**src/rtl/mcs_io_master_pkg.sv**
```systemverilog
// ---------------------------------------------------------------------------
// mcs_io_master_pkg
//   Shared types and constants for the byte-stream MCS IO bus initiator.
//   - state_t      : controller FSM states
//   - OP_WR/OP_RD  : command opcodes ('W' / 'R')
//   - RSP_*        : response status bytes ('K' ack, 'T' timeout, 'E' error)
//   - shift_in_byte: MSB-first byte accumulation helper
// ---------------------------------------------------------------------------
package mcs_io_master_pkg;

    typedef enum logic [2:0] {
        ST_IDLE   = 3'd0,
        ST_ADDR   = 3'd1,
        ST_WDATA  = 3'd2,
        ST_STROBE = 3'd3,
        ST_WAIT   = 3'd4,
        ST_RSP    = 3'd5
    } state_t;

    localparam logic [7:0] OP_WR   = 8'h57;
    localparam logic [7:0] OP_RD   = 8'h52;

    localparam logic [7:0] RSP_ACK = 8'h4B;
    localparam logic [7:0] RSP_TMO = 8'h54;
    localparam logic [7:0] RSP_ERR = 8'h45;

    // Bytes arrive MSB first, so each new byte lands in the low lane and
    // everything received so far moves up by one byte.
    function automatic logic [31:0] shift_in_byte(input logic [31:0] cur,
                                                  input logic [7:0]  b);
        return {cur[23:0], b};
    endfunction

endpackage

```
**src/rtl/mcs_io_master.sv**
```systemverilog
// ---------------------------------------------------------------------------
// mcs_io_master
//   Command-frame driven initiator for the MCS IO bus. A host streams in
//   frames (opcode, 4 address bytes, and for writes 4 data bytes, all MSB
//   first); the block issues one single-beat IO transaction and streams back
//   a status byte (plus 4 read-data bytes for a successful read).
//
// Parameters
//   TIMEOUT : cycles from the strobe cycle until the transaction is abandoned
//   TW      : timeout counter width, 2**TW > TIMEOUT
//
// Ports
//   clk, reset_n                  : clock, asynchronous active-low reset
//   cmd_data/cmd_valid/cmd_ready  : command byte stream (in)
//   rsp_data/rsp_valid/rsp_ready  : response byte stream (out)
//   io_*                          : MCS IO bus initiator signals
// ---------------------------------------------------------------------------
module mcs_io_master
    import mcs_io_master_pkg::*;
#(
    parameter int TIMEOUT = 1024,
    parameter int TW      = 16
) (
    input  logic        clk,
    input  logic        reset_n,
    input  logic [7:0]  cmd_data,
    input  logic        cmd_valid,
    output logic        cmd_ready,
    output logic [7:0]  rsp_data,
    output logic        rsp_valid,
    input  logic        rsp_ready,
    output logic        io_addr_strobe,
    output logic        io_read_strobe,
    output logic        io_write_strobe,
    output logic [3:0]  io_byte_enable,
    output logic [31:0] io_address,
    output logic [31:0] io_write_data,
    input  logic [31:0] io_read_data,
    input  logic        io_ready
);

    // WAIT is left when the incremented count would reach TIMEOUT-1, so the
    // response appears exactly TIMEOUT cycles after the strobe cycle.
    localparam logic [TW-1:0] TMO_LAST = TW'(TIMEOUT - 2);

    state_t        state_q,    state_d;
    logic          is_rd_q,    is_rd_d;
    logic [1:0]    byte_cnt_q, byte_cnt_d;
    logic [31:0]   addr_q,     addr_d;
    logic [31:0]   wdata_q,    wdata_d;
    logic [39:0]   rsp_sr_q,   rsp_sr_d;    // outgoing bytes, head in [39:32]
    logic [2:0]    rsp_left_q, rsp_left_d;  // bytes still to send
    logic [TW-1:0] tmo_q,      tmo_d;

    logic cmd_fire;
    logic rsp_fire;

    assign cmd_fire = cmd_valid && (state_q == ST_IDLE || state_q == ST_ADDR ||
                                    state_q == ST_WDATA);
    assign rsp_fire = rsp_ready && (state_q == ST_RSP);

    always_comb begin
        state_d    = state_q;
        is_rd_d    = is_rd_q;
        byte_cnt_d = byte_cnt_q;
        addr_d     = addr_q;
        wdata_d    = wdata_q;
        rsp_sr_d   = rsp_sr_q;
        rsp_left_d = rsp_left_q;
        tmo_d      = tmo_q;

        case (state_q)
            ST_IDLE: begin
                if (cmd_fire) begin
                    if (cmd_data == OP_WR || cmd_data == OP_RD) begin
                        is_rd_d    = (cmd_data == OP_RD);
                        byte_cnt_d = 2'd0;
                        state_d    = ST_ADDR;
                    end else begin
                        rsp_sr_d   = {RSP_ERR, 32'h0};
                        rsp_left_d = 3'd1;
                        state_d    = ST_RSP;
                    end
                end
            end

            ST_ADDR: begin
                if (cmd_fire) begin
                    addr_d     = shift_in_byte(addr_q, cmd_data);
                    byte_cnt_d = byte_cnt_q + 2'd1;  // wraps to 0 for WDATA
                    if (byte_cnt_q == 2'd3) begin
                        state_d = is_rd_q ? ST_STROBE : ST_WDATA;
                    end
                end
            end

            ST_WDATA: begin
                if (cmd_fire) begin
                    wdata_d    = shift_in_byte(wdata_q, cmd_data);
                    byte_cnt_d = byte_cnt_q + 2'd1;
                    if (byte_cnt_q == 2'd3) begin
                        state_d = ST_STROBE;
                    end
                end
            end

            ST_STROBE, ST_WAIT: begin
                // io_ready takes priority over the final timeout cycle.
                if (io_ready) begin
                    if (is_rd_q) begin
                        rsp_sr_d   = {RSP_ACK, io_read_data};
                        rsp_left_d = 3'd5;
                    end else begin
                        rsp_sr_d   = {RSP_ACK, 32'h0};
                        rsp_left_d = 3'd1;
                    end
                    state_d = ST_RSP;
                end else if (state_q == ST_STROBE) begin
                    tmo_d   = '0;
                    state_d = ST_WAIT;
                end else if (tmo_q == TMO_LAST) begin
                    rsp_sr_d   = {RSP_TMO, 32'h0};
                    rsp_left_d = 3'd1;
                    state_d    = ST_RSP;
                end else begin
                    tmo_d = tmo_q + TW'(1);
                end
            end

            ST_RSP: begin
                if (rsp_fire) begin
                    rsp_sr_d   = {rsp_sr_q[31:0], 8'h00};
                    rsp_left_d = rsp_left_q - 3'd1;
                    if (rsp_left_q == 3'd1) begin
                        state_d = ST_IDLE;
                    end
                end
            end

            default: state_d = ST_IDLE;
        endcase
    end

    always_ff @(posedge clk or negedge reset_n) begin
        if (!reset_n) begin
            state_q    <= ST_IDLE;
            is_rd_q    <= 1'b0;
            byte_cnt_q <= 2'd0;
            addr_q     <= 32'h0;
            wdata_q    <= 32'h0;
            rsp_sr_q   <= 40'h0;
            rsp_left_q <= 3'd0;
            tmo_q      <= '0;
        end else begin
            state_q    <= state_d;
            is_rd_q    <= is_rd_d;
            byte_cnt_q <= byte_cnt_d;
            addr_q     <= addr_d;
            wdata_q    <= wdata_d;
            rsp_sr_q   <= rsp_sr_d;
            rsp_left_q <= rsp_left_d;
            tmo_q      <= tmo_d;
        end
    end

    // Strobes are decoded from the state register alone, so they fall the
    // instant reset_n is asserted. cmd_ready is additionally gated by
    // reset_n so every output reads 0 while reset is held.
    assign cmd_ready       = reset_n && (state_q == ST_IDLE || state_q == ST_ADDR ||
                                         state_q == ST_WDATA);
    assign io_addr_strobe  = (state_q == ST_STROBE);
    assign io_write_strobe = (state_q == ST_STROBE) && !is_rd_q;
    assign io_read_strobe  = (state_q == ST_STROBE) &&  is_rd_q;
    assign io_byte_enable  = (state_q == ST_STROBE) ? 4'hF : 4'h0;
    assign io_address      = addr_q;
    assign io_write_data   = wdata_q;
    assign rsp_valid       = (state_q == ST_RSP);
    assign rsp_data        = rsp_sr_q[39:32];

endmodule

```
**config.mk**
```make
export PLATFORM = sky130hd
export DESIGN_NAME = mcs_io_master
export DESIGN_NICKNAME = d
export VERILOG_FILES = /design/src/rtl/mcs_io_master_pkg.sv /design/src/rtl/mcs_io_master.sv
export SDC_FILE = /design/constraint.sdc
export NUM_CORES = 1
export LEC_CHECK = 0
export ABC_AREA = 0
export CORE_MARGIN = 5
export CORE_UTILIZATION = 50
export CTS_BUF_LIST = sky130_fd_sc_hd__clkbuf_8
export DETAILED_ROUTE_END_ITERATION = 16
export MAX_ROUTING_LAYER = met4
export PLACE_DENSITY_LB_ADDON = 0.15
export SETUP_SLACK_MARGIN = 0.05
export SYNTH_ARGS = -nofsm -noshare
export SYNTH_HDL_FRONTEND = slang
export SYNTH_SLANG_ARGS = --single-unit
```
**constraint.sdc**
```tcl
create_clock -name clk -period 6.1 [get_ports clk]
set_input_delay 0.915 -clock clk [delete_from_list [all_inputs] [get_ports clk]]
set_output_delay 0.915 -clock clk [all_outputs]
set_load 0.02 [all_outputs]
```
---- Word level (Yosys, flattened, before mapping) ----
Cells that the tools add are included.
operators by class
  reductions and logical operators ........ 21
  multiplexer cells ....................... 36
  equal/unequal tests ..................... 24
  add/subtract/negate cells ............... 3
  bitwise gates (word level) .............. 1
operators by type and width
  kind                                                                      number
  40-bit two-way mux                                                        6
  40-bit case mux with 3 select lines                                       1
  3-bit two-way mux                                                         18
  16-bit two-way mux                                                        2
  32-bit two-way mux                                                        1
  16-bit by 1-bit adder with 16-bit output (second input constant)          1
  16-bit by 10-bit == test with 1-bit output (second input constant)        1
  8-bit by 7-bit == test with 1-bit output (second input constant)          2
  3-bit case mux with 5 select lines                                        1
  2-bit by 1-bit inequality test with 1-bit output (second input constant)  6
  2-bit inequality test (second input constant)                             5
  3-bit case mux with 3 select lines                                        1
  8-bit AND reduction                                                       1
  3-bit by 1-bit == test with 1-bit output (second input constant)          2
  3-bit by 2-bit == test with 1-bit output (second input constant)          2
  3-bit == test (second input constant)                                     2
  2-bit two-way mux                                                         3
  3-bit inequality test (second input constant)                             2
  3-bit AND reduction                                                       2
  6-bit AND reduction                                                       1
  1-bit logical AND                                                         5
  4-bit two-way mux                                                         1
  4-bit inequality test (second input constant)                             1
  2-bit case mux with 2 select lines                                        1
  other kinds (13)                                                          17
storage, ports and cells
  logic and storage cells ................. 93
  input bits .............................. 45
  output and inout bits ................... 81
  bits in registers ....................... 129

---- Logic depth before layout (Yosys ltp) ----
Gate-level depths: netlist of run 1.
  depth in word-level cells ............... 6
  depth in mapped cells ................... 9
  mapped depth without buffers ............ 7

---- Least setup slack after synthesis of run 1 ----
Ideal clock, no wire load.
  kind .................................... input port to flip-flop
  start ................................... input port cmd_data[5]
  end ..................................... register rsp_left_q[0]
  slack ................................... 3.625 ns
  required time ........................... 5.973 ns
  path buffers ............................ 2
  cell stages on the path ................. 7
  setup time .............................. 0.127 ns
  data arrival time ....................... 2.347 ns
  cell sequence ........................... and4bb_2 -> nand3_1 -> o41a_1 -> nor2b_2 -> buf_6 -> buf_8 -> mux2_1
between the ends
  word-level cells in the longest chain between the ends .. 4
  elaborated cells between the ends (all ways) .. 5
  classes of those cells .................. eq/ne: 3; reduce/logical: 2
RTL lines
  element                                     RTL line              source
  start, declared                             mcs_io_master.sv:26   input logic [7:0] cmd_data,
  8-bit by 7-bit == test with 1-bit output    mcs_io_master.sv:75   if (cmd_data == OP_WR || cmd_data == OP_RD) begin
  1-bit logical OR (*)                        mcs_io_master.sv:75
  2-bit inequality test (no source line) (*)  -
  6-bit AND reduction (no source line) (*)    -
  end signal, assigned                        mcs_io_master.sv:161  rsp_left_q <= rsp_left_d;
  end, declared                               mcs_io_master.sv:52   logic [2:0] rsp_left_q, rsp_left_d;
Every way passes the cells marked *; elsewhere a longest branch is shown, timed or not.
A chain may end at the register's enable or synchronous reset.

---- Worst setup path in the final report of run 1 ----
  start ................................... register state_q[2]
  end ..................................... output port rsp_valid
between the ends
  word-level cells in the longest chain between the ends .. 1
RTL lines
  element                 RTL line              source
  start, declared         mcs_io_master.sv:46   state_t state_q, state_d;
  start signal, assigned  mcs_io_master.sv:155  state_q <= state_d;
  3-bit == test           mcs_io_master.sv:177  assign rsp_valid = (state_q == ST_RSP);
  end, declared           mcs_io_master.sv:30   output logic rsp_valid,
Every way passes these cells.

==> impl_metrics.toml, run 1 <==
[status]
outcome = "completed"

[logic_synthesis]
yosys.area.top_type = "dfrtp_1"
synth_nets = 518
ys_ff_latch = 129
ys_types = 49
syn_avg_cell_area_sq_um = 12.6
ys_warn_count = 0
async_flop_share_pct = 100
netlist_top_cells_count = "dfrtp_1 (129), mux2_2 (70), a22o_1 (35)"
syn_area_sq_um = 5910
yosysTopAreaCellShare_pct = 54.6
synth_edf_count = 0
ys_seq_area_share_pct = 54.6
synth_area_leaders = "dfrtp_1 (55%), mux2_2 (13%), a22o_1 (5.2%)"
synth_ff_type = "dfrtp_1"
synth.most_common_cell = "dfrtp_1"
synth_cells = 468

[critical_path]
critPathMaxStageDelay_ns = 0.78
cp.required_ns = 5.18
reg2reg_depth = 6
arrival_ns = 2.95
crit_type = "reg -> out"
crit_fanout = 32
slowest_stage = "inv_1"
crit_chain = "nor2b_1 > nand2_1 > inv_1 > clkdlybuf4s50_1"
cp-end-kind = "output port"
cp-start-kind = "register"

[power]
leakagePower_nw = 3.31
clockPowerShare_pct = 19.0
p_per_area_nw_per_um2 = 516
combPwrFrac_pct = 42.9
switching_power_mw = 1.39
peakVddDrop_mv = 0.292
seqPwrFrac_pct = 38.1
internal_power_mw = 2.50
swShare_pct = 35.8
power_mw = 3.90

[sta]
fmax_mhz = 259
finalClockSkew_ns = 0.00651
min_period_ns = 3.86
tightest_slew_ns = 1.20
drv_slew = 0
relSlewSlack_pct = 20.1
hold_viol_final = 0
rsz0062_at_grt = "no"
setup_tns_ns = 0
period_share_pct = 63.3
setup_violations = 0

[final_layout]
areaGrowthSynthToFinish_pct = 27.8
fin_cells = 732
design_area_sq_um = 7550
n_antenna_cell = 0
nets = 626
drive_gt1_share_pct = 19.4
final_core_util_pct = 65.5

[floorplanning]
die-height_um = 119
fp.dieArea_sq_um = 14100
initial_core_util_pct = 51.3
core-area_sq_um = 11500
rows = 39
die_w_um = 119
io_pins = 126

[hold_path]
hold_class = "in -> async"

[routing]
via_count = 3966
drt_iter0_drc = 272
viasPerCell = 5.42
wl_um = 12500
wl_per_cell_um = 17.1
drcViolationCount = 0
dr.pass1.iters = 4
ant_nets = 0

[grt]
antenna_found_initial = 0
grt_pass1_wl_um = 20900
grt_max_degree = 87
grt_pass1_vias = 4127
grtUsageTotal_pct = 19.1
grt_overflow = 0

[cts]
cts_buffer_depth = 2
postCtsSetupBuffers = 0
clk_latency_ns = 0.44
cts_tree = "built"
cts_resized = 0
cts_made_buffers = 17
cts.sinks = 129
clk_root_buffer_cell = "clkbuf_8"
clkTransAtPathRegs_ns = 0.07
cts_max_level = 4
hold_buffers = 0

[placed_design]
dpl.hpwl_um = 8640
place_inst = 700
gp_congestion = 0.792
dpl_cell_area_sq_um = 7140
port-buffer-count = 125

[run]
drv_cap = 0
[layout make-up]
class	count	area (sq um)
inverter	14	52.6
clock inverter	13	145
tap	143	179
sequential	129	3230
timing repair buffer	129	1280
fill	905	3970
clock buffer	19	262
multi-input combinational	285	2400
[routing by layer]
metal	track usage, %	vias to the layer above	wire (um)
li1	-	1911	-
met1	24.7	1950	5870
met2	29.2	92	5980
met3	6.30	13	555
met4	5.07	0	124
met5	-	-	0
[worst paths after layout]
kind	from	end	slack (ns)
min in group clk	rsp_sr_q[21]	rsp_sr_q[21]	0.49
min reg2reg	rsp_sr_q[21]	rsp_sr_q[21]	0.49
max in group asynchronous	reset_n	io_write_data[22]	4.31
max reg2reg	state_q[0]	rsp_sr_q[9]	2.84
max	state_q[2]	rsp_valid	2.24
min	reset_n	tmo_q[14]	0.39
[registers in the layout, indices dropped and copies added (netlist names)]
signal	flops
io_address	32
rsp_sr_q	40
state_q	3
io_write_data	32
is_rd_q	1
byte_cnt_q	2
rsp_left_q	3
tmo_q	16
[metrics by stage]
stage | setup slack, ns | hold WS (ns)
floorplan | 3.63 | 0.455
global placement | 2.59 | 0.467
detailed placement | 2.55 | 0.476
CTS | 2.21 | 0.381
global route | 2.03 | 0.386
finish | 2.24 | 0.389
[critical path: cells and delay by family (launching register included)]
kind / cells / cell delay (ns)
buffers and inverters: 2 / 1.54
AND/OR/NAND/NOR: 2 / 0.35
flip-flops: 1 / 0.60
[power by group through the flow]
stage / sequential (mW) / combinational (mW) / clock (mW)
after floorplan: 1.68 / 0.837 / 0
after global placement: 1.48 / 1.65 / 0
after detailed placement: 1.50 / 1.69 / 0
after CTS: 1.49 / 1.70 / 0.759
after global routing: 1.54 / 1.80 / 0.804
final: 1.48 / 1.67 / 0.741
[layout by cell type (no fill, tap or decap), types with 5 or more instances in the layout]
cell / Yosys / final
inv_1: 14 / 17
nand3_1: 7 / 7
nor3_1: 6 / 6
a21oi_1: 7 / 7
nand2_1: 26 / 26
mux2_2: 70 / 70
o21ai_0: 11 / 11
a22o_1: 35 / 35
clkbuf_8: 0 / 19
mux2i_1: 6 / 6
ha_1: 5 / 5
nor2_1: 12 / 11
clkdlybuf4s50_1: 0 / 124
nand2b_1: 9 / 9
mux2_1: 26 / 26
a31oi_1: 12 / 12
dfrtp_1: 129 / 129
a41oi_1: 6 / 6
[cells by family (layout without fill, tap and decap cells)]
| group | after synthesis | in the layout | share of synthesized area [%] |
|---|---|---|---|
| flip-flops | 129 | 129 | 54.6 |
| multiplexers | 102 | 102 | 19.3 |
| AND/OR/NAND/NOR | 90 | 90 | 8.47 |
| AO/OA/AOI/OAI | 86 | 86 | 11.3 |
| buffers and inverters | 54 | 175 | 4.96 |
| adder cells (fa/ha/maj) | 5 | 5 | 1.06 |
| XOR/XNOR | 2 | 2 | 0.297 |
Power figures use the tool's default switching activity.
==> run 2: changes to the inputs <==
CORE_UTILIZATION = 48   (was 50)
clock period = 3.2 ns   (was 6.1 ns; I/O delays follow)
==> impl_metrics.toml, run 2 (synthesized netlist as in run 1, its figures left out) <==
[critical_path]
cp-start-kind = "register"
r2r_start = "tmo_q[0]"
arrival_ns = 2.45
critPathMaxStageDelay_ns = 0.62
crit_type = "reg -> out"
crit_chain = "nand3b_1 > inv_2 > and2_1 > clkdlybuf4s50_1"
critPathBufInv = 2
cp.required_ns = 2.72
reg2reg_to = "rsp_sr_q[12]"
reg2reg_slack_ns = 0.62
crit_fanout = 16
crit_family = "buffers and inverters"
slowest_stage = "dfrtp_1"
cp-end-kind = "output port"
reg2reg_depth = 8

[placed_design]
dpl_worst_slack_ns = 0.520
port-buffer-count = 125
dpl_cell_area_sq_um = 7230
place_inst = 732
gp_congestion = 0.811
dpl.hpwl_um = 8970

[cts]
cts_tree = "built"
cts_made_buffers = 17
cts.sinks = 129
clk_root_buffer_cell = "clkbuf_8"
clkTransAtPathRegs_ns = 0.07
postCtsSetupBuffers = 0
clk_latency_ns = 0.43
cts_max_level = 4
cts_buffer_depth = 2

[routing]
top_layer_used = "met4"
met1_length_um = 5920
dr.pass1.iters = 4
ant_nets = 0
wl_met2_um = 5990
wl_um = 12700
via_count = 4063
met3WireLength_um = 625
viasPerCell = 5.33
wl_per_cell_um = 16.6
drcViolationCount = 0
drt_iter0_drc = 247

[floorplanning]
fp.dieArea_sq_um = 14600
die_w_um = 121
core-area_sq_um = 12100
rows = 40
io_pins = 126
die-height_um = 121
initial_core_util_pct = 49.0

[power]
p_per_area_nw_per_um2 = 972
power_mw = 7.39
leakagePower_nw = 3.33
peakVddDrop_mv = 0.604

[sta]
setup_violations = 0
tightest_slew_ns = 0.948
setup_tns_ns = 0
min_period_ns = 2.93
period_share_pct = 91.6
whs_ns = 0.153
relSlewSlack_pct = 36.8
drv_slew = 0
finalWorstSetupSlack_ns = 0.268
fmax_mhz = 341
rsz0062_at_grt = "no"
finalClockSkew_ns = 0.00849
hold_viol_final = 0

[hold_path]
hold_class = "in -> async"

[final_layout]
final_cell_mix = "dfrtp_1 (129), clkdlybuf4s50_1 (124), mux2_2 (70)"
layout_commonest_cell = "dfrtp_1"
areaGrowthSynthToFinish_pct = 28.7
drive_gt1_share_pct = 20.5
final_core_util_pct = 63.1
design_area_sq_um = 7610
fin_cells = 763
nets = 633
top_register = "rsp_sr_q"
largest_reg_flops = 40
n_antenna_cell = 0

[status]
outcome = "completed"

[grt]
grtUsageTotal_pct = 18.7
antenna_found_initial = 0
grt_pass1_vias = 4021
grt_overflow = 0
grt_pass1_wl_um = 21000
grt_max_degree = 79

[run]
drv_cap = 0
run 2: cell types whose count changed in the layout (fill, tap and decap cells not counted), sizes merged:
cell | previous run | this run
inv | 17 | 16
bufinv | 3 | 2
buf | 5 | 12
clkinvlp | 2 | 3
run 2: cell type report:
type	count	area, sq um
clock buffer	19	262
clock inverter	12	119
fill	954	4460
inverter	14	52.6
multi-input combinational	285	2400
sequential	129	3230
tap	168	210
timing repair buffer	136	1340
run 2: routing by layer:
metal	GRT usage, %	vias to the layer above
met5	-	-
met4	5.67	0
met3	5.64	9
met2	26.7	96
met1	25.9	2023
li1	-	1935
run 2: worst max-delay path by stage:
stage / endpoint / start / depth (start not counted) / slack (ns)
6_report: io_read_strobe / state_q[1] / 4 / 0.27
4_1_cts: io_read_strobe / state_q[1] / 4 / 0.09
3_3_place_gp: rsp_sr_q[8] / state_q[2] / 7 / 0.56
2_1_floorplan: rsp_left_q[0] / tmo_q[0] / 9 / 0.84
3_5_place_dp: rsp_sr_q[12] / state_q[2] / 7 / 0.52
5_1_grt: io_read_strobe / state_q[1] / 4 / 0.07
run 2: repair_timing:
action,4_1_cts,5_1_grt
endpoints found under the setup margin,0,2
gates resized for setup,0,1
hold buffers,0,0
run 2: power breakdown:
group | internal [mW] | switching [mW]
clock | 0.718 | 0.612
sequential | 2.31 | 0.494
combinational | 1.70 | 1.56
total | 4.72 | 2.67
==> run 3: changes to the inputs <==
clock period = 2.5 ns   (was 3.2 ns; I/O delays follow)
==> impl_metrics.toml, run 3 (synthesized netlist as in run 1, its figures left out) <==
[status]
outcome = "completed"

[final_layout]
n_antenna_cell = 0
top_register = "rsp_sr_q"
nets = 651
layout_commonest_cell = "dfrtp_1"
largest_reg_flops = 40
areaGrowthSynthToFinish_pct = 32.6
fin_cells = 781
drive_gt1_share_pct = 22.3
final_cell_mix = "dfrtp_1 (129), clkdlybuf4s50_1 (121), mux2_2 (70)"

[critical_path]
cp-start-kind = "register"
reg2reg_to = "rsp_sr_q[11]"
cp.required_ns = 2.82
crit_type = "reg -> reg"
arrival_ns = 2.66
reg2reg_slack_ns = 0.15
cp-end-kind = "register"
reg2reg_depth = 8
r2r_start = "tmo_q[0]"
crit_fanout = 21

[cts]
cts_resized = 3
cts.sinks = 129
clk_latency_ns = 0.43
cts_buffer_depth = 2
clkTransAtPathRegs_ns = 0.07
postCtsSetupBuffers = 0
cts_max_level = 4
hold_buffers = 0
cts_tree = "built"
cts_made_buffers = 17
clk_root_buffer_cell = "clkbuf_8"

[routing]
drt_iter0_drc = 278
viasPerCell = 5.28
ant_nets = 0
via_count = 4124
drcViolationCount = 0
dr.pass1.iters = 4
wl_per_cell_um = 16.9
wl_um = 13200

[grt]
grtUsageMet3_pct = 5.36
grt_pass1_wl_um = 22100
met1_usage_pct = 26.0
met2_usage_pct = 29.8
grt_busiest_layer = "met2"
grt_max_degree = 130
grtUsageTotal_pct = 19.5
antenna_found_initial = 0
grt_pass1_vias = 4321
grt_overflow = 0

[floorplanning]
io_pins = 126
core-area_sq_um = 12100
rows = 40
initial_core_util_pct = 49.0
fp.dieArea_sq_um = 14600
die-height_um = 121
die_w_um = 121

[sta]
relSlewSlack_pct = 55.5
drv_slew = 0
finalClockSkew_ns = 0.00923
setup_violations = 0
fmax_mhz = 426
finalWorstSetupSlack_ns = 0.155
min_period_ns = 2.35
setup_tns_ns = 0
hold_viol_final = 0
period_share_pct = 93.8
tightest_slew_ns = 0.668
rsz0062_at_grt = "yes"

[power]
peakVddDrop_mv = 0.756
p_per_area_nw_per_um2 = 1230
leakagePower_nw = 3.48

[placed_design]
dpl_worst_slack_ns = 0.0226
place_inst = 750
dpl.hpwl_um = 9210
port-buffer-count = 125
gp_congestion = 0.827

[run]
drv_cap = 0

[hold_path]
hold_class = "in -> async"
[run 3: report_power, final]
| part | switching (mW) | internal (mW) | total [mW] |
|---|---|---|---|
| sequential | 0.606 | 2.96 | 3.57 |
| combinational | 2.07 | 2.28 | 4.35 |
| clock | 0.754 | 0.995 | 1.75 |
[run 3: final cells by class]
cell class,count,area (sq um)
clock buffers,22,303
clock inverters,9,91.3
fillers,938,4230
inverters,14,52.6
multi-input cells,285,2410
flip-flops and latches,129,3230
well taps,168,210
repair buffers,154,1540
[run 3: worst max-delay path by stage]
stage	endpoint	cells past startpoint	slack (ns)	startpoint
after floorplan	rsp_left_q[0]	9	0.14	tmo_q[0]
after global placement	rsp_sr_q[21]	7	0.1	cmd_data[5]
after detailed placement	rsp_sr_q[23]	7	0.02	cmd_data[5]
after CTS	io_read_strobe	5	0.04	state_q[2]
after global routing	rsp_sr_q[35]	8	0.02	tmo_q[0]
final	rsp_sr_q[11]	8	0.15	tmo_q[0]
[run 3: stage by stage]
| step | utilization (%) | cell area [sq um] | power (mW) | hold WS [ns] |
|---|---|---|---|---|
| 2_1_floorplan | - | 5910 | 6.14 | 0.0794 |
| 3_5_place_dp | 61.5 | 7420 | 7.97 | 0.477 |
| 6_report | 65.0 | 7840 | 9.67 | 0.0436 |
| 4_1_cts | 64.8 | 7820 | 9.76 | 0.0721 |
| 3_3_place_gp | 61.5 | 7420 | 7.83 | 0.469 |
| 5_1_grt | 65.0 | 7840 | 10.3 | 0.0899 |
[run 3: worst max-delay path, stage by stage, from the launching register on]
cell and delay [ns]:
dfrtp_1 0.41, inv_1 0.10, ha_1 0.15, or4b_4 0.46
nor4_4 0.27, o22ai_2 0.14, nor2b_4 0.17, buf_12 0.19
mux2_2 0.34
[run 3: routing by layer]
metal / up-vias / routed length (um)
li1: 1964 / -
met1: 2041 / 6030
met2: 111 / 6350
met3: 8 / 676
met4: 0 / 106
met5: - / 0
